<file path="src/rtl/rr_arbiter8_pkg.sv">
// Shared types and constants for the eight-way round-robin arbiter.
package arb_pkg;

    // Two-state arbiter control: waiting for requests, or serving one owner.
    typedef enum logic {
        IDLE  = 1'b0,
        GRANT = 1'b1
    } arb_state_t;

    localparam int N     = 8;
    localparam int IDX_W = 3;

    // Expands an encoded requester index into its one-hot grant vector.
    function automatic logic [N-1:0] idx_to_onehot(input logic [IDX_W-1:0] idx);
        logic [N-1:0] vec;
        vec      = '0;
        vec[idx] = 1'b1;
        return vec;
    endfunction

endpackage : arb_pkg

</file>
<file path="src/rtl/rr_arbiter8_if.sv">
// Request/grant bundle between the requesters and the arbiter.
interface rr_arbiter8_if;
    import arb_pkg::*;

    logic             enable;
    logic [N-1:0]     req;
    logic             done;
    logic [N-1:0]     gnt;
    logic [IDX_W-1:0] gnt_idx;
    logic             gnt_valid;
    logic             timeout;

    // Requester side: drives requests, enable and release.
    modport master (
        output enable, req, done,
        input  gnt, gnt_idx, gnt_valid, timeout
    );

    // Arbiter side: consumes requests and produces the registered grant.
    modport slave (
        input  enable, req, done,
        output gnt, gnt_idx, gnt_valid, timeout
    );

endinterface : rr_arbiter8_if

</file>
<file path="src/rtl/rr_arbiter8_pick.sv">
// Rotating 8-to-3 priority encoder: the first set request bit at or after
// ptr (wrapping modulo 8) wins. Purely combinational.
module rr_pick
    import arb_pkg::*;
(
    input  logic [N-1:0]     req,
    input  logic [IDX_W-1:0] ptr,
    output logic [IDX_W-1:0] idx,
    output logic             found
);

    logic [IDX_W-1:0] cand;

    // Scan from the farthest offset back to ptr so the closest hit is written last.
    always_comb begin
        // NOTE: every signal assigned in this block gets a default first, so no
        // path leaves it unassigned and no latch is inferred.
        idx   = '0;
        found = 1'b0;
        cand  = '0;
        for (int i = N - 1; i >= 0; i--) begin
            // Addition wraps naturally at 3 bits, giving the modulo-8 rotation.
            cand = ptr + IDX_W'(i);
            if (req[cand]) begin
                idx   = cand;
                found = 1'b1;
            end
        end
    end

endmodule : rr_pick

</file>
<file path="src/rtl/rr_arbiter8.sv">
// Eight-requester round-robin arbiter with hold limit. The winner keeps the
// grant until it signals done, drops its request, enable falls, or it has
// held for MAX_HOLD cycles. One idle cycle always separates two grants, and
// the pointer moves just past the last owner so every requester gets a turn.
module rr_arbiter8
    import arb_pkg::*;
#(
    parameter int MAX_HOLD = 16
) (
    input  logic          clk,
    input  logic          rst,
    rr_arbiter8_if.slave  bus
);

    localparam int HOLD_W = (MAX_HOLD > 2) ? $clog2(MAX_HOLD) : 1;
    localparam logic [HOLD_W-1:0] HOLD_LAST = HOLD_W'(MAX_HOLD - 1);

    arb_state_t        state_q,     state_d;
    logic [IDX_W-1:0]  ptr_q,       ptr_d;
    logic [HOLD_W-1:0] hold_cnt_q,  hold_cnt_d;
    logic [N-1:0]      gnt_q,       gnt_d;
    logic [IDX_W-1:0]  gnt_idx_q,   gnt_idx_d;
    logic              gnt_valid_q, gnt_valid_d;
    logic              timeout_q,   timeout_d;

    logic [IDX_W-1:0]  pick_idx;
    logic              pick_found;

    logic              rel_done;
    logic              rel_noreq;
    logic              rel_disable;
    logic              rel_limit;
    logic              release_now;

    rr_pick u_pick (
        .req   (bus.req),
        .ptr   (ptr_q),
        .idx   (pick_idx),
        .found (pick_found)
    );

    // Release causes for the current owner, listed in priority order.
    always_comb begin
        rel_done    = bus.done;
        rel_noreq   = ~bus.req[gnt_idx_q];
        rel_disable = ~bus.enable;
        rel_limit   = (hold_cnt_q == HOLD_LAST);
        release_now = rel_done | rel_noreq | rel_disable | rel_limit;
    end

    // Next-state logic for the FSM, pointer, hold counter and output registers.
    always_comb begin
        state_d     = state_q;
        ptr_d       = ptr_q;
        hold_cnt_d  = hold_cnt_q;
        gnt_d       = gnt_q;
        gnt_idx_d   = gnt_idx_q;
        gnt_valid_d = gnt_valid_q;
        timeout_d   = 1'b0;

        unique case (state_q)
            IDLE: begin
                if (bus.enable && pick_found) begin
                    state_d     = GRANT;
                    gnt_d       = idx_to_onehot(pick_idx);
                    gnt_idx_d   = pick_idx;
                    gnt_valid_d = 1'b1;
                    hold_cnt_d  = '0;
                end else begin
                    gnt_d       = '0;
                    gnt_valid_d = 1'b0;
                end
            end

            GRANT: begin
                if (release_now) begin
                    state_d     = IDLE;
                    gnt_d       = '0;
                    gnt_valid_d = 1'b0;
                    hold_cnt_d  = '0;
                    ptr_d       = gnt_idx_q + IDX_W'(1);
                    // Only a pure hold-limit revocation is reported as a timeout.
                    timeout_d   = rel_limit & ~rel_done & ~rel_noreq & ~rel_disable;
                end else begin
                    hold_cnt_d  = hold_cnt_q + HOLD_W'(1);
                end
            end

            default: begin
                state_d = IDLE;
            end
        endcase
    end

    // State and output registers with synchronous reset.
    always_ff @(posedge clk) begin
        // NOTE: sequential state uses non-blocking assignments so every flop
        // samples the pre-edge values regardless of statement order.
        if (rst) begin
            state_q     <= IDLE;
            ptr_q       <= '0;
            hold_cnt_q  <= '0;
            gnt_q       <= '0;
            gnt_idx_q   <= '0;
            gnt_valid_q <= 1'b0;
            timeout_q   <= 1'b0;
        end else begin
            state_q     <= state_d;
            ptr_q       <= ptr_d;
            hold_cnt_q  <= hold_cnt_d;
            gnt_q       <= gnt_d;
            gnt_idx_q   <= gnt_idx_d;
            gnt_valid_q <= gnt_valid_d;
            timeout_q   <= timeout_d;
        end
    end

    assign bus.gnt       = gnt_q;
    assign bus.gnt_idx   = gnt_idx_q;
    assign bus.gnt_valid = gnt_valid_q;
    assign bus.timeout   = timeout_q;

endmodule : rr_arbiter8

</file>
<file path="src/flat_wrapper.sv">
// flat-port wrapper written by rule: the top's interface ports become plain ports
module rr_arbiter8_flat import arb_pkg::*;
#(
    parameter int MAX_HOLD = 16
)
  (clk, rst, bus_enable, bus_req, bus_done, bus_gnt, bus_gnt_idx, bus_gnt_valid, bus_timeout);
  rr_arbiter8_if bus_i ();
  input  logic clk;
  input  logic rst;
  input wire logic [$bits(bus_i.enable)-1:0] bus_enable;
  input wire logic [$bits(bus_i.req)-1:0] bus_req;
  input wire logic [$bits(bus_i.done)-1:0] bus_done;
  output wire logic [$bits(bus_i.gnt)-1:0] bus_gnt;
  output wire logic [$bits(bus_i.gnt_idx)-1:0] bus_gnt_idx;
  output wire logic [$bits(bus_i.gnt_valid)-1:0] bus_gnt_valid;
  output wire logic [$bits(bus_i.timeout)-1:0] bus_timeout;
  assign bus_i.enable = bus_enable;
  assign bus_i.req = bus_req;
  assign bus_i.done = bus_done;
  assign bus_gnt = bus_i.gnt;
  assign bus_gnt_idx = bus_i.gnt_idx;
  assign bus_gnt_valid = bus_i.gnt_valid;
  assign bus_timeout = bus_i.timeout;
  rr_arbiter8 #(.MAX_HOLD(MAX_HOLD)) u_core (.clk(clk), .rst(rst), .bus(bus_i));
endmodule
</file>
<file path="config.mk">
export PLATFORM = sky130hd
export DESIGN_NAME = rr_arbiter8_flat
export DESIGN_NICKNAME = d
export VERILOG_FILES = /design/src/rtl/rr_arbiter8_pkg.sv /design/src/rtl/rr_arbiter8_if.sv /design/src/rtl/rr_arbiter8_pick.sv /design/src/rtl/rr_arbiter8.sv /design/src/flat_wrapper.sv
export SDC_FILE = /design/constraint.sdc
export NUM_CORES = 1
export LEC_CHECK = 0
export BUFFER_PORTS_ARGS = -buffer_cell sky130_fd_sc_hd__buf_2
export CAP_MARGIN = 15
export CORE_UTILIZATION = 55
export DETAILED_ROUTE_END_ITERATION = 8
export HOLD_SLACK_MARGIN = 0.02
export PLACE_DENSITY = 0.78
export SETUP_SLACK_MARGIN = 0.2
export SYNTH_ARGS = -nofsm -noshare
export SYNTH_HDL_FRONTEND = slang
export SYNTH_SLANG_ARGS = --single-unit
</file>
<file path="constraint.sdc">
create_clock -name clk -period 4.35 [get_ports clk]
set_clock_uncertainty 0.15 [all_clocks]
set_input_delay 0.2175 -clock clk [delete_from_list [all_inputs] [get_ports clk]]
set_output_delay 0.2175 -clock clk [all_outputs]
set_load 0.02 [all_outputs]
</file>
* Word level (Yosys, flattened, before mapping)
Cells that the tools add are included.
** Cells by class
- Bitwise logic cells :: 11
- $lt $le $gt $ge :: 11
- Mux-type cells :: 47
- Add/subtract/negate cells :: 9
- Eq/ne operators :: 3
- Reductions and logical operators :: 5
** Operators by type and width (count)
- < comparator 3 x 4 -> 1 bit, second input constant :: 10
- binary-select mux 1 bit (select 3 bit) :: 9
- two-way mux 3 bit :: 8
- two-way mux 1 bit :: 21
- two-way mux 8 bit :: 2
- case mux 8 bit (2 select lines) :: 1
- adder 3 bit, second input constant :: 4
- two-way mux 4 bit :: 2
- case mux 4 bit (2 select lines) :: 1
- adder 3 x 1 -> 3 bit, second input constant :: 2
- adder 3 x 2 -> 3 bit, second input constant :: 2
- NOT 1 bit :: 5
- adder 4 x 1 -> 4 bit, second input constant :: 1
- equality test 4 bit, second input constant :: 1
- case mux 1 bit (2 select lines) :: 2
- AND reduction 2 bit :: 2
- AND 1 bit :: 3
- demux 1 bit (select 3 bit) :: 1
- greater-or-equal comparator 3 x 1 -> 1 bit, second input constant :: 1
- bitwise OR 1 bit :: 3
- OR reduction 3 bit :: 1
- logical AND 1 bit :: 2
- != test 2 x 1 -> 1 bit, second input constant :: 1
- != test 2 bit, second input constant :: 1
** Storage, ports and cells
- Register bits :: 21
- Output and inout bits :: 13
- Bits of input ports :: 12

* Logic depth before layout (Yosys ltp)
Gate-level depths: netlist of run 1.
- Word-level depth :: 17
- Mapped depth :: 12
- Gate-level depth less buffers :: 8

* Cells and area by module
Synthesis of run 1 repeated with hierarchy kept, for this count alone.
** Second synthesis, totals
- Cell total of the unflattened synthesis :: 220
- Area total of the unflattened synthesis :: 1911.8 um2
** Modules (own cells, without submodules)
- rr_arbiter8 :: seq. area each 420.4 um2, times used 1, area an instance 1129.8 um2, cells each 130
- rr_pick :: seq. area each 0.0 um2, times used 1, area an instance 782.0 um2, cells each 90

* Worst setup path before layout of run 1
No wires, ideal clock.
- Path type :: reg-to-reg
- Start :: register u_core.ptr_q[1]
- End :: register u_core.gnt_q[7] (netlist: u_core.bus.gnt[7])
- Required time :: 4.099 ns
- Buffers on the path :: 4
- Setup slack :: 1.066 ns
- Stages on the path, launching flop included :: 13
- Setup time :: 0.101 ns
- Arrival :: 3.033 ns
- Cells stage by stage :: dfxtp_1 -> buf_2 -> buf_2 -> inv_1 -> ha_1 -> buf_6 -> clkbuf_4 -> mux4_2 -> mux2_4 -> o21bai_1 -> a2111o_1 -> and3_4 -> o41ai_1
** On the way
- Longest elaborated chain between the ends :: 17
** RTL lines
- start, declared :: line rr_arbiter8.sv:19 : logic [IDX_W-1:0] ptr_q, ptr_d;
- start signal, assigned :: line rr_arbiter8.sv:109 : ptr_q <= ptr_d;
- adder 3 bit :: line rr_arbiter8_pick.sv:23 : cand = ptr + IDX_W'(i);
- binary-select mux 1 bit (select 3 bit) :: line rr_arbiter8_pick.sv:24 : if (req[cand]) begin
- two-way mux 1 bit (not written as such) :: line rr_arbiter8_pick.sv:24
- two-way mux 3 bit (8 in series) :: line rr_arbiter8_pick.sv:24
- < comparator 3 x 4 -> 1 bit (not written as such) or greater-or-equal comparator 3 x 1 -> 1 bit (tied branches) :: line rr_arbiter8_pkg.sv:17 : vec[idx] = 1'b1;
- logical AND 1 bit (not written as such) :: line rr_arbiter8_pkg.sv:17
- two-way mux 1 bit (not written as such) :: line rr_arbiter8_pkg.sv:17
- demux 1 bit (select 3 bit)
- two-way mux 8 bit (*) :: line rr_arbiter8.sv:63 : if (bus.enable && pick_found) begin
- case mux 8 bit (2 select lines) (*) :: line rr_arbiter8.sv:61 : unique case (state_q)
- end signal, assigned :: line rr_arbiter8.sv:111 : gnt_q <= gnt_d;
- end, declared :: line rr_arbiter8.sv:21 : logic [N-1:0] gnt_q, gnt_d;
Mark *: on every way between the ends. The rest lies on a longest branch, timed or not. The select of a mux whose other input is x is not followed.
A chain may end at the register's enable or synchronous reset.

* Final worst setup path of run 1
- Start :: register u_core.ptr_q[0]
- End :: register u_core.gnt_q[2] (netlist: u_core.bus.gnt[2])
Same word-level chain as after synthesis.

==> summary.md, run 1 <==
| Metric | Value |
|---|---|
| Flop pwr share | between 30% and 40% |
| Final period utilization | between 70% and 80% |
| Power Density | roughly 300 nW/µm² |
| Max-capacitance violation count | 0 |
| Final core utilization | 63.55% |
| Most common library cells after synthesis | dfxtp_1 (21), nand2_1 (20), nor2_1 (14) |
| Asr flop ratio synth | 0% |
| Cells after Synth | 189 |
| Post-Syn Area per Cell | 9.705 µm² |
| Final worst setup slack | ~920 ps |
| Top cells by area, synth | dfxtp_1 (23%), mux4_2 (14%), mux2i_1 (6.5%), nand2_1 (4.1%), mux4_1 (2.9%) |
| Clock share of power | between 10% and 20% |
| # setup viols final | 0 |
| Switching part of the total | between 30% and 40% |
| Post-synth top area share | between 20% and 30% |
| Avg WL per Cell | ~17 µm |
| Core area | 3103 µm² |
| Final-stage net count | 226 |
| Die Wd | between 50 and 60 µm |
| GR peak layer | met2 |
| Port Buffer Count | 24 |
| FILL cells | between 200 and 300 |
| Synthesized cell area | around 1800 µm² |
| Antenna diodes | 0 |
| Min cycle time layout | between 3000 and 4000 ps |
| Total GRT Usage | a little over a quarter |
| Sequential fraction of the synthesis area | 22.92% |
| WL final | between 4000 and 5000 µm |
| Vias in the first global route | 1488 |
| HP Class | primary input to flip-flop |
| Worst setup SP type | flip-flop |
| Vias | roughly 1600 |
| Met3 Use GR | under 10% |
| Max_slew headroom | 49.45% |
| Crit path DAT | about 3500 ps |
| H-tree levels | 1 |
| Clock Root Buffer | clkbuf_4 |
| Final setup TNS | 0 ps |
| P_leak | roughly 0.77 nW |
| Global routing usage on met2 | about 44% |
| Yosys reg bits | 21 |
| Sw power | between 0.2 and 0.25 mW |
| Slew @ Worst Pin | 757.2 ps |
| Post-Place Setup Slack | just over 1000 ps |
| Die area | around 3600 µm² |
| Area grow syn2layout | 7.503% |
| Multi-input gate area | between 1000 and 1500 µm² |
| Via density | ~6.4 |
| Antenna violations before repair | 0 |
| Total congestion overflow | 0 |
| Post-route ant nets | 0 |
| Main synth FF type | dfxtp_1 |
| Global placement routability congestion | ~0.94 |
| Max VDD drop | roughly 0.21 mV |
| Sequential Area | approximately 420 µm² |
| Unrepaired setup endpoints after global routing | no |
| Slew Limit Fails | 0 |
| Post-synth EDFFs | 0 |
| Most frequent cell after synthesis | dfxtp_1 |
| Initial DRC Count | approximately 100 |
| I/O pins | 25 |
| Drt drc | 0 |
| Final Hold Viols | 0 |
| Achievable Freq | 291.5 MHz |
| Largest net degree at the start of global routing | 21 |
| Crit Path Class | flip-flop to flip-flop |
| Total CTS buffers | 3 |
| # hold bufs at CTS | 0 |
| Post-synthesis net count | 205 |
| Status | finished clean |
| Row count | 20 |
| CTS tree | built |
| First-pass detailed-route iteration total | 4 |
| Clk buf depth | 2 |
| Hpwl dp | between 3000 and 4000 µm |
| Clk_lat worst skew | 300 ps |
| CTS Sinks | 21 |
| Die Y | between 50 and 60 µm |
| Crit end category | flip-flop |
| First-pass GRT wire length | roughly 7200 µm |
| Number of distinct library cells after synthesis | 61 |
| Fraction of layout cells with a size suffix above 1 | between 20% and 30% |
| Worst Path Required | 4400 ps |
| Internal power | 0.3648 mW |
| Setup repair bufs after CTS | 0 |
| Crit path max fanout | 14 |
| Combinational Power Share | a little under half |
| Met1 Usage GRT | a little under two fifths |
| Yosys warning count | 0 |
| Clk slew on worst S/H paths | about 120 ps |
| Yosys top cell by area | dfxtp_1 |
| Initial Utilization | between 50 and 60% |
| # resized after CTS | 0 |
==> area by class of cell <==
cell class	instances	area share, %
Tap cell	44	2.792
Multi-Input combinational cell	154	66.94
Inverter	4	0.7614
Timing Repair Buffer	26	6.853
Clock buffer	4	1.332
Sequential cell	21	21.32
==> per-layer routing <==
layer	wire length [µm]	up-vias
met5	0	-
met4	36	0
li1	-	778
met2	2141	55
met1	1877	773
met3	281	5
==> logic make-up after synthesis <==
kind of cell / after synthesis / share of synthesized area, %
simple gates: 67 / 19.78
compound gates: 48 / 19.92
xor+xnor: 4 / 1.910
flops: 21 / 22.92
fa+ha+maj: 4 / 2.729
buf+inv: 14 / 5.115
mux: 31 / 27.63
==> cell usage in the layout (no fill, tap or decap), drive strengths merged, types with 4 or more instances in the layout <==
cell type and n:
o31ai 4, inv 4, nand2 20, nor2b 5, mux2i 13, o41ai 4
a211oi 4, nor2 14, clkbuf 4, mux2 5, ha 4, mux4 13
a21oi 10, dfxtp 21, nand2b 5, buf 26, xor2 4, nor3 5
==> worst paths after layout <==
check | from | endpoint | slack, ps | cells after the start
worst max-delay path | u_core.ptr_q[0] | u_core.bus.gnt[2] | 920 | 8
worst min-delay path | rst | u_core.hold_cnt_q[0] | 80 | 2
worst max register to register | u_core.ptr_q[0] | u_core.bus.gnt[2] | 920 | 8
worst min register to register | u_core.bus.gnt[6] | u_core.bus.gnt[6] | 320 | 2
==> critical path, stage by stage (launching register included) <==
cell and delay, ps:
dfxtp_1 370, inv_2 90, ha_1 640, mux4_2 630, nor4_1 620, a21oi_1 340
nand2b_2 220, a211o_1 180, o31ai_1 90
==> metrics by stage <==
stage          instances  instance area, µm²  total power [mW]  hold slack (ps)
2_1_floorplan        189                1834            0.4420            273.7
3_3_place_gp         249                1946            0.4902            281.2
3_5_place_dp         249                1946            0.4983            297.6
4_1_cts              253                1972            0.5952            65.43
5_1_grt              253                1972            0.6287            76.80
6_report             253                1972            0.5930            76.97
==> power groups by stage <==
stage / logic [mW] / registers, mW / clock network, mW
after floorplan: 0.215 / 0.227 / 0
after global placement: 0.270 / 0.221 / 0
after detailed placement: 0.276 / 0.222 / 0
after CTS: 0.278 / 0.218 / 0.0997
after global routing: 0.302 / 0.219 / 0.107
final: 0.279 / 0.218 / 0.0958
==> sequential cells by signal (all words and copies together) (netlist names) <==
name                  flops
u_core.ptr_q              3
u_core.bus.gnt_valid      1
u_core.bus.gnt_idx        3
u_core.bus.timeout        1
u_core.state_q            1
u_core.hold_cnt_q         4
u_core.bus.gnt            8
(Power assumes the default switching activity.)
==> inputs of run 2 (changes only) <==
- clock period: 4.35 -> 3.5 ns (I/O delays scaled with it)
==> run 2 against run 1 <==
Largest cell class unchanged. Power up 25%. Highest routed layer unchanged. Largest power group unchanged. Die area unchanged. Clock-buffer cell count unchanged.
==> summary.md, run 2 (synthesized netlist as in run 1, its figures left out) <==
| Metric | Value |
|---|---|
| First-pass GRT wire length | 6948 µm (-3.3%) |
| Hold path depth | 2 (unchanged) |
| Port Buffer Count | 24 (unchanged) |
| Post-route ant nets | 0 (unchanged) |
| Core area | 3103 µm² (unchanged) |
| CTS tree | built |
| Largest net degree at the start of global routing | 17 (-19%) |
| Cell area after layout | 1996 µm² (+1.2%) |
| Final Total Pwr | 0.7419 mW (+25%) |
| Clock Root Buffer | clkbuf_4 |
| Slew @ Worst Pin | 822.0 ps (+64.83 ps) |
| Die area | 3570 µm² (unchanged) |
| Setup repair bufs after CTS | 0 (unchanged) |
| HP Class | primary input to flip-flop |
| Achievable Freq | 317.3 MHz (+8.9%) |
| Max_slew headroom | 44.78% (-4.7 points) |
| Commonest non-fill, non-tap cell in the layout | buf_2 |
| WL final | 4236 µm (-2.3%) |
| Met1 WL | 1973 µm (+5.1%) |
| Worst setup SP type | flip-flop |
| Crit end category | flip-flop |
| Row count | 20 (unchanged) |
| First-pass detailed-route iteration total | 4 (unchanged) |
| Final setup TNS | 0 ps (unchanged) |
| Uppermost layer routed | met4 |
| Max-capacitance violation count | 0 (unchanged) |
| # hold bufs at CTS | 0 (unchanged) |
| Initial Utilization | 59.11% (unchanged) |
| Min cycle time layout | 3152 ps (-278.9 ps) |
| Hpwl dp | 3190 µm (-2.7%) |
| Crit path DAT | 3200 ps (-280 ps) |
| Most frequent cells in the layout | buf_2 (24), dfxtp_1 (21), nand2_1 (20), nor2_1 (14), mux2i_1 (12) |
| Final period utilization | 90.05% (+11 points) |
| Unrepaired setup endpoints after global routing | no |
| R2r worst-path depth | 9 (+1) |
| I/O pins | 25 (unchanged) |
| Worst Path Required | 3550 ps (-850 ps) |
| Clk_lat worst skew | 300 ps (about the same) |
| Avg WL per Cell | 16.61 µm (-3.1%) |
| Total GRT Usage | 25.47% (-1.5 points) |
| Placed insts | 251 (+0.80%) |
| Antenna violations before repair | 0 (unchanged) |
| Routed wl met2 | 2008 µm (-6.2%) |
| H-tree levels | 1 (unchanged) |
| Total CTS buffers | 3 (unchanged) |
| Post-DP Area | 1961 µm² (+0.77%) |
| Crit Path Class | flip-flop to flip-flop |
| Routed met3 length | 223 µm (-21%) |
| Area grow syn2layout | 8.799% |
| Max VDD drop | 0.2488 mV (+18%) |
| Global placement routability congestion | 0.9126 (-2.6%) |
| Slew Limit Fails | 0 (unchanged) |
| Final cell count without fillers | 255 (+0.79%) |
| Initial DRC Count | 79 (-23%) |
| Clk buf depth | 2 (unchanged) |
| Vias | 1616 (+0.31%) |
| Drt drc | 0 (unchanged) |
| # resized after CTS | 0 (unchanged) |
| Final-stage net count | 228 (+0.88%) |
| Status | finished clean |
| Total congestion overflow | 0 (unchanged) |
| Antenna diodes | 0 (unchanged) |
| CTS Sinks | 21 (unchanged) |
| Die Wd | 59.75 µm (unchanged) |
| P_leak | 0.7802 nW (+1.3%) |
| Clk slew on worst S/H paths | 120 ps (about the same) |
| Flip-flop count of the largest register after layout | 8 (unchanged) |
| # setup viols final | 0 (unchanged) |
| Via density | 6.337 (-0.48%) |
| Power Density | 371.8 nW/µm² (+24%) |
| Vias in the first global route | 1466 (-1.5%) |
| Hold slack | 39.25 ps (-37.72 ps) |
| Die Y | 59.75 µm (unchanged) |
| Crit path max fanout | 9 (-5) |
| Fraction of layout cells with a size suffix above 1 | 30.33% (+1.6 points) |
| Final Hold Viols | 0 (unchanged) |
==> run 2: cell types whose count changed in the layout (fill, tap and decap cells not counted), sizes merged <==
cell,before,now
buf,26,28
==> run 2: critical path, stage by stage, from the launching register on <==
cell	delay, ps
dfxtp_1	360
inv_1	100
ha_2	410
buf_4	200
mux4_2	380
mux2_4	330
nand4b_1	220
a2111o_1	390
and3_4	200
o41ai_1	300
==> run 2: layout make-up <==
| type | instances | area, µm² |
|---|---|---|
| timing repair buffer | 28 | 150.1 |
| fill | 270 | 1107 |
| clock buffer | 4 | 26.28 |
| multi-input combinational | 154 | 1329 |
| sequential | 21 | 420.4 |
| inverter | 4 | 15.01 |
| tap | 44 | 55.05 |
==> run 2: metrics by stage <==
step | worst slack [ps] | utilization [%]
after detailed placement | 365.5 | 63.19
after global placement | 500.3 | 63.19
after global routing | 196.9 | 64.31
after CTS | 362.7 | 64.03
after floorplan | 215.7 | -
final | 348.4 | 64.31
==> run 2: path summary, 6_finish.rpt <==
check | startpoint | endpoint | slack [ps]
worst min register to register | u_core.bus.gnt[6] | u_core.bus.gnt[6] | 310
worst min-delay path | rst | u_core.ptr_q[2] | 40
worst max-delay path | u_core.ptr_q[1] | u_core.bus.gnt[7] | 350
worst max register to register | u_core.ptr_q[1] | u_core.bus.gnt[7] | 350
==> run 2: layer usage <==
metal	track usage [%]	vias up
met5	0	-
met4	5.648	0
met3	3.247	6
met2	40.79	52
met1	36.54	767
li1	-	791
==> run 2: power by group <==
| part | internal (mW) | switching [mW] | leakage [nW] |
|---|---|---|---|
| registers | 0.253 | 0.0154 | 0.171 |
| clock network | 0.0444 | 0.0715 | 0.0150 |
| logic | 0.160 | 0.198 | 0.594 |
| total | 0.457 | 0.285 | 0.780 |
